<file path="src/rtl/reaction_timer_pkg.sv">
// Shared types and default sizing for the reaction timer.
package reaction_timer_pkg;

  localparam int DEF_WIDTH      = 24;
  localparam int DEF_TIMEOUT_MS = 2000;

  typedef enum logic [2:0] {
    IDLE  = 3'd0,
    RUN   = 3'd1,
    DONE  = 3'd2,
    TOUT  = 3'd3,
    FAULT = 3'd4
  } state_e;

endpackage

</file>
<file path="src/rtl/reaction_timer_rise_detect.sv">
// Rising-edge detector for the go level; needs to see the input low at least
// once after reset before it will report an edge.
module rise_detect (
  input  logic clk_1ms,
  input  logic reset_n,
  input  logic in,
  output logic pulse
);

  logic prev_q;
  logic armed_q;

  // armed_q keeps a level held high through reset from looking like a new edge
  always_ff @(posedge clk_1ms or negedge reset_n) begin
    if (!reset_n) begin
      prev_q  <= 1'b0;
      armed_q <= 1'b0;
    end else begin
      prev_q  <= in;
      armed_q <= armed_q | ~in;
    end
  end

  assign pulse = in & ~prev_q & armed_q;

endmodule

</file>
<file path="src/rtl/reaction_timer_fsm.sv">
// Reaction timer: counts ms from a go edge until stop, tracks the best time,
// and flags timeouts and false starts. All outputs are registered.
module reaction_timer_fsm
  import reaction_timer_pkg::*;
#(
  parameter int WIDTH      = DEF_WIDTH,
  parameter int TIMEOUT_MS = DEF_TIMEOUT_MS
) (
  input  logic             clk_1ms,
  input  logic             reset_n,
  input  logic             go,
  input  logic             stop,
  input  logic             clear,
  output logic [WIDTH-1:0] time_elapsed,
  output logic [WIDTH-1:0] result,
  output logic             result_valid,
  output logic [WIDTH-1:0] best_time,
  output logic             best_valid,
  output logic             timeout,
  output logic             false_start,
  output logic             busy
);

  if (TIMEOUT_MS < 2 ||
      longint'(TIMEOUT_MS) > ((longint'(1) << WIDTH) - longint'(1))) begin : g_bad_timeout
    $error("reaction_timer_fsm: TIMEOUT_MS out of range for WIDTH");
  end

  localparam logic [WIDTH-1:0] T_LAST = WIDTH'(TIMEOUT_MS - 1);
  localparam logic [WIDTH-1:0] T_FULL = WIDTH'(TIMEOUT_MS);

  state_e           state_q;
  logic [WIDTH-1:0] te_q;
  logic [WIDTH-1:0] result_q;
  logic [WIDTH-1:0] best_q;
  logic             result_valid_q;
  logic             best_valid_q;
  logic             timeout_q;
  logic             false_start_q;
  logic             busy_q;

  logic             go_rise;
  logic [WIDTH-1:0] te_d;
  logic             new_best_d;

  rise_detect u_go_rise (
    .clk_1ms (clk_1ms),
    .reset_n (reset_n),
    .in      (go),
    .pulse   (go_rise)
  );

  assign te_d       = te_q + WIDTH'(1);
  assign new_best_d = !best_valid_q || (te_q < best_q);

  always_ff @(posedge clk_1ms or negedge reset_n) begin
    if (!reset_n) begin
      state_q        <= IDLE;
      te_q           <= '0;
      result_q       <= '0;
      best_q         <= '0;
      result_valid_q <= 1'b0;
      best_valid_q   <= 1'b0;
      timeout_q      <= 1'b0;
      false_start_q  <= 1'b0;
      busy_q         <= 1'b0;
    end else if (clear) begin
      state_q        <= IDLE;
      te_q           <= '0;
      result_valid_q <= 1'b0;
      timeout_q      <= 1'b0;
      false_start_q  <= 1'b0;
      busy_q         <= 1'b0;
    end else begin
      case (state_q)
        IDLE: begin
          if (go_rise) begin
            if (stop) begin
              state_q       <= FAULT;
              false_start_q <= 1'b1;
            end else begin
              state_q <= RUN;
              te_q    <= '0;
              busy_q  <= 1'b1;
            end
          end
        end
        RUN: begin
          // stop is checked first so a press on the last count still scores
          if (stop) begin
            state_q        <= DONE;
            result_q       <= te_q;
            result_valid_q <= 1'b1;
            busy_q         <= 1'b0;
            best_valid_q   <= 1'b1;
            if (new_best_d) best_q <= te_q;
          end else if (te_q == T_LAST) begin
            state_q   <= TOUT;
            te_q      <= T_FULL;
            timeout_q <= 1'b1;
            busy_q    <= 1'b0;
          end else begin
            te_q <= te_d;
          end
        end
        default: ;
      endcase
    end
  end

  assign time_elapsed = te_q;
  assign result       = result_q;
  assign result_valid = result_valid_q;
  assign best_time    = best_q;
  assign best_valid   = best_valid_q;
  assign timeout      = timeout_q;
  assign false_start  = false_start_q;
  assign busy         = busy_q;

endmodule
</file>
<file path="config.mk">
export PLATFORM = sky130hd
export DESIGN_NAME = reaction_timer_fsm
export DESIGN_NICKNAME = d
export VERILOG_FILES = /design/src/rtl/reaction_timer_pkg.sv /design/src/rtl/reaction_timer_rise_detect.sv /design/src/rtl/reaction_timer_fsm.sv
export SDC_FILE = /design/constraint.sdc
export NUM_CORES = 1
export LEC_CHECK = 0
export ABC_AREA = 1
export BUFFER_PORTS_ARGS = -buffer_cell sky130_fd_sc_hd__buf_4
export CAP_MARGIN = 15
export CORE_ASPECT_RATIO = 1.4
export CORE_MARGIN = 8
export CORE_UTILIZATION = 57
export CTS_CLUSTER_SIZE = 14
export DETAILED_ROUTE_END_ITERATION = 16
export PLACE_DENSITY = 0.82
export SLEW_MARGIN = 30
export SYNTH_ARGS = -nofsm -noshare
export SYNTH_HDL_FRONTEND = slang
export SYNTH_SLANG_ARGS = --single-unit
</file>
<file path="constraint.sdc">
create_clock -name clk_1ms -period 4 [get_ports clk_1ms]
set_clock_uncertainty 0.15 [all_clocks]
set_input_delay 0.4 -clock clk_1ms [delete_from_list [all_inputs] [get_ports clk_1ms]]
set_output_delay 0.4 -clock clk_1ms [all_outputs]
set_load 0.05 [all_outputs]
</file>
======== Yosys cells after proc, flatten, opt, wreduce, memory -nomap -nowiden ========
Index checks and enable logic that the tools add are counted.
word-level totals
  word-level logic and storage cells ...... 71
  input bits .............................. 5
  register bits after elaboration ......... 82
cells by class
  reduce and logical (&&, ||, !) cells .... 17
  bitwise gates (word level) .............. 6
  order comparisons ....................... 1
  mux-type cells .......................... 28
  equal/unequal tests ..................... 7
  add/subtract/negate cells ............... 1
operator list
  cell                                                   number
  two-way mux 24 bit                                     5
  case mux 24 bit (2 select lines)                       1
  adder 24 x 1 -> 24 bit, second input constant          1
  equality test 24 x 11 -> 1 bit, second input constant  1
  less-than comparator 24 bit                            1
  two-way mux 1 bit                                      15
  two-way mux 3 bit                                      5
  AND reduction 3 bit                                    4
  AND reduction 4 bit                                    3
  nonzero test 2 bit                                     5
  != test 3 bit, second input constant                   3
  case mux 3 bit (2 select lines)                        1
  != test 4 bit, second input constant                   1
  equality test 3 x 1 -> 1 bit, second input constant    1
  zero test 3 bit                                        1
  NOT 1 bit                                              3
  nonzero test 3 bit                                     1
  AND 1 bit                                              2
  != test 2 x 1 -> 1 bit, second input constant          1
  case mux 1 bit (2 select lines)                        1
  AND reduction 2 bit                                    1
  zero test 1 bit                                        1
  logical OR 1 bit                                       1
  OR 1 bit                                               1

======== Logic depth before layout (Yosys ltp) ========
  depth after elaboration ................. 6
  depth in mapped cells ................... 15
  gate-level depth less buffers ........... 14

======== By module ========
A second synthesis with hierarchy kept.
second synthesis, totals
  cells, all modules ...................... 552
  area total of the unflattened synthesis .. 4419.2 µm²
by module, submodules not included
  module              cells each  area an instance (µm²)  instances  sequential area each (µm²)
  reaction_timer_fsm  546         4351.7                  1          2001.9
  rise_detect         6           67.6                    1          50.0

======== Worst setup path before layout ========
No wires, ideal clock.
  path type ............................... flip-flop to flip-flop
  start point ............................. register te_q[17] (netlist: time_elapsed[17])
  end point ............................... register best_q[0] (netlist: best_time[0])
  stages on the path, launching flop included .. 15
  library setup time ...................... 0.119 ns
  slack ................................... 1.763 ns
  arrival ................................. 1.968 ns
  buffers on the path ..................... 1
  path through ............................ dfrtp_1 -> ha_1 -> nand2_1 -> nor2_1 -> nand2_1 -> inv_1 -> nand2_1 -> nand3_1 -> nor2_1 -> nand2_1 -> nand2_2 -> nand2_2 -> buf_4 -> nand2_1 -> nand2_1
between the ends
  cells in the longest elaborated chain, start to end .. 3
ends and longest elaborated chain
  what                           line                       source
  start: declaration             reaction_timer_fsm.sv:33   logic [WIDTH-1:0] te_q;
  start signal: assignment       reaction_timer_fsm.sv:103  te_q <= te_d;
  less-than comparator 24 bit    reaction_timer_fsm.sv:54   assign new_best_d = !best_valid_q || (te_q < best_q);
  logical OR 1 bit               reaction_timer_fsm.sv:54
  AND reduction 4 bit (no line)  n/a
  end signal: assignment         reaction_timer_fsm.sv:96   if (new_best_d) best_q <= te_q;
  end: declaration               reaction_timer_fsm.sv:35   logic [WIDTH-1:0] best_q;
No other way between the ends.
A chain may end at the register's enable or synchronous reset.

======== Final worst setup path ========
Same ends and word-level chain as after synthesis.

==> reports/results.txt <==
The final routed wire length divided by cell count was 15.7 µm; the total negative slack was 0 ps. Type of the worst setup path: reg2reg. The share of the synthesized area in the top cell type is 0.470. Counting flops and latches in the post-synthesis netlist gives 82. The pre-antenna-repair detailed-routing pass consisted of 4 iterations. In this design, the critical path's most frequently occurring cell is nand2_1. The tools report the final number of hold-violating endpoints as 0. The finished cells cover 5300 µm². The multi-input combinational cells in the finished layout cover a total of 1960 µm². Summed over all nets, wire length on met2 after detailed routing comes to 5790 µm.

Summed over all nets, the half-perimeter wirelength after detailed placement is 8410 µm. The total vias in the final route was 3,838; the final total power was 1.93 mW. VDD sags by at most 0.333 mV. The period utilization was 0.675; the share of the core filled with cells in the final layout was 0.697. For this run, the number of Yosys warnings is 0. Total count of max-transition violations in the final report: 0.

The largest individual stage delay along the critical path comes from the cell dfrtp_1. After detailed placement, the total cell area comes to 5040 µm². The min-delay analysis places its worst path in the category in2reg. Post-CTS repair changed the size of 0 cells. The share of synthesized registers carrying an async set or reset was 1.00; the deepest clock path buffer count was 2.

Worst setup timing slack at the placement stage: 1330 ps. The layout cell share with drive strength beyond 1 came out at 0.196. The initial standard-cell utilization of the core came out at 0.574.

For the total clock buffers created by CTS, the log shows 9. Synthesis produced 543 cells. For the overall global routing resource usage, the log shows 0.217. From bottom edge to top edge, the die measures 120 µm.

The number of buffers inserted by port buffering is 81, and the number of inserted diodes is 0. Count of routing violations after the opening detailed-route iteration: 225. In the routed design, unresolved DRC markers number 0.

The headroom to the max-slew limit came out at 0.502. The most common cell in the netlist is nand2_1. The tools report the number of nets in the final layout as 653.

The tools report the final worst setup slack as 1300 ps. For this run, the top clock speed supported by timing is 370 MHz. For hold timing, the worst endpoint is u_go_rise.prev_q. TritonCTS built the clock tree. STA classifies the critical path startpoint as a flop.

Walking the worst path, the cells encountered are ha_1, nand2_1, nor2_1, nand2_1, inv_1, nand2_1, nand3_1, nor2_1, nand2_1, nand2_2, nand2_2, nand2_1, nand2_1. The tools report the total of fill cells in the finished design as 645. The run gives 0.963 as the global placer's final weighted congestion. In the synthesized netlist, the cells that appear most often are 171 x nand2_1, 82 x dfrtp_1, 71 x inv_1.

The initialized floorplan defines 38 standard-cell rows. Data arrives at the worst endpoint at 2800 ps. In this run the remaining antenna-violating nets after routing total 0. Total power divided by cell area: 364 nW/µm².

The worst hold path begins at go. Synthesis produced a netlist with a net count of 572. Setup repair after global routing left no endpoint under its margin.

Clock tree root driver cell: clkbuf_8. Compared with the post-synthesis result, the final layout area differs by 21.4%. The most used flip-flop cell after synthesis is dfrtp_1. The largest single stage delay on the critical path is 500 ps.

The wire length of the first global-routing pass was 19,000 µm; the cell count of the worst hold path was 1. The element type at the critical path end is a flop. The floorplan step defined a die boundary enclosing 10,800 µm². The horizontal die dimension works out to 90.0 µm. The worst-skew pair later-pin latency is 360 ps. Depth of the most critical reg-to-reg path: 13. Once the clock tree was built, the setup fixing pass inserted 0 buffers.

Clock-pin slew was measured on the worst setup and hold paths at 80 ps. The setup check on the worst reg-to-reg path leaves a slack of 1300 ps. The final wirelength was 11,500 µm; the total area of sequential cells was 2050 µm². The shortest period the worst path allows works out to 2700 ps.

The run gives 7610 µm² as the core footprint. The leakage power figure is 2.84 nW. The logs give 0 for the max-cap violation count and 82 for the count of pins on the block boundary.

The run gives 637 µm as the routed length on met3. Setup violations remaining at the end of the flow were counted as 0. Dividing the synthesized area by the synthesized cell count gives 8.04 µm².

Along the worst path, the maximum fanout reaches 25. The run finished with clean final reports. Initial antenna violation count: 0.

At the pin with the least slew margin, the transition time is 747 ps. The average vias per placed instance works out to 5.26. The highest layer touched by signal routing is met4.

The routed metal-1 wirelength was 4730 µm; the count of flip-flops with a built-in enable after synthesis was 0. Yosys attributes the largest share of cell area to dfrtp_1 47%, nand2_1 15%, ha_1 6.9%, inv_1 6.1%, nand3_1 4.2%. The tools report the number of clock sinks as 82.

The tools report the number of different library cells in the post-synthesis netlist as 28. The critical path data required time came out at 4100 ps. In this run the critical register-to-register path is captured at best_time[0].

The critical register-to-register path startpoint was time_elapsed[17]. The run gives 0.470 as the portion of the post-synthesis area used by sequential elements. The synthesized design spends more area on one cell type than any other, namely dfrtp_1. The via count of the first global-routing pass was 3,972; the synthesized cell area was 4360 µm². Global routing finished with a remaining overflow of 0.

Entering global routing, the biggest net connects 83 pins. The H-tree was split into 3 levels.
-- power breakdown --
part / leakage [nW] / switching [mW] / internal, mW
clock network: 0.129 / 0.298 / 0.447
registers: 1.13 / 0.0211 / 0.854
logic: 1.58 / 0.239 / 0.0705
total: 2.84 / 0.559 / 1.37
-- state kept, by name, summed over array words and instances (netlist names) --
name / count
best_time: 24
best_valid: 1
busy: 1
false_start: 1
result: 24
result_valid: 1
state_q: 3
time_elapsed: 24
timeout: 1
u_go_rise.armed_q: 1
u_go_rise.prev_q: 1
-- cells in the final DEF (no fill, tap or decap), drive strengths merged --
cell type and count:
nor2 43, dlygate4sd3 1, o22ai 3, o21ai 35, clkinv 2, nor4 2, nor3b 2, nand4 8
nand3b 2, xor2 11, bufinv 3, clkbuf 11, buf 82, ha 24, dfrtp 82, nor3 10
o21a 2, or2 2, inv 74, nand3 41, a21oi 10, nand2 179
-- cell type report --
| type | instances | area share |
|---|---|---|
| clock inverters | 5 | 0.0189 |
| multi-input cells | 374 | 0.371 |
| inverters | 74 | 0.0524 |
| well taps | 100 | 0.0236 |
| repair buffers | 83 | 0.119 |
| flip-flops and latches | 82 | 0.387 |
| clock buffers | 11 | 0.0286 |
-- routing by layer --
metal | up-vias | GRT usage
met5 | - | 0
met4 | 0 | 0.115
met3 | 23 | 0.0388
met2 | 125 | 0.371
met1 | 1818 | 0.254
li1 | 1872 | -
-- per-stage QoR --
stage          cells  hold WS, ps
6_report         729         10.5
4_1_cts          729        0.329
3_3_place_gp     712          274
5_1_grt          729         5.09
3_5_place_dp     712          293
2_1_floorplan    543        -45.6
-- logic make-up after synthesis --
kind of cell             after synthesis  share of synthesized area
AO/OA/AOI/OAI                         50                     0.0593
XOR/XNOR                              11                     0.0221
adder cells (fa/ha/maj)               24                     0.0688
buffers and inverters                 87                     0.0797
flip-flops                            82                      0.470
AND/OR/NAND/NOR                      289                      0.300
-- worst max-delay path, delay by kind of cell, from the launching register on --
family,cells,cell delay [ps]
buffers and inverters,1,50
flip-flops,1,500
adder cells (fa/ha/maj),1,360
AND/OR/NAND/NOR,11,1510
-- worst max path at each step --
stage               depth (start not counted)             to        startpoint  slack, ps
global placement                           13  best_time[16]  time_elapsed[17]       1410
detailed placement                         13   best_time[1]  time_elapsed[17]       1330
CTS                                        13   best_time[1]  time_elapsed[17]       1310
floorplan                                  14   best_time[0]  time_elapsed[17]       1760
finish                                     13   best_time[0]  time_elapsed[17]       1300
global route                               13  best_time[11]  time_elapsed[22]       1060
-- what timing repair did --
item,in CTS,in global routing
setup endpoints to repair,0,0
hold buffers,1,0
endpoints found under the hold margin,82,0
Note: power is estimated with default switching activity, not from simulation.
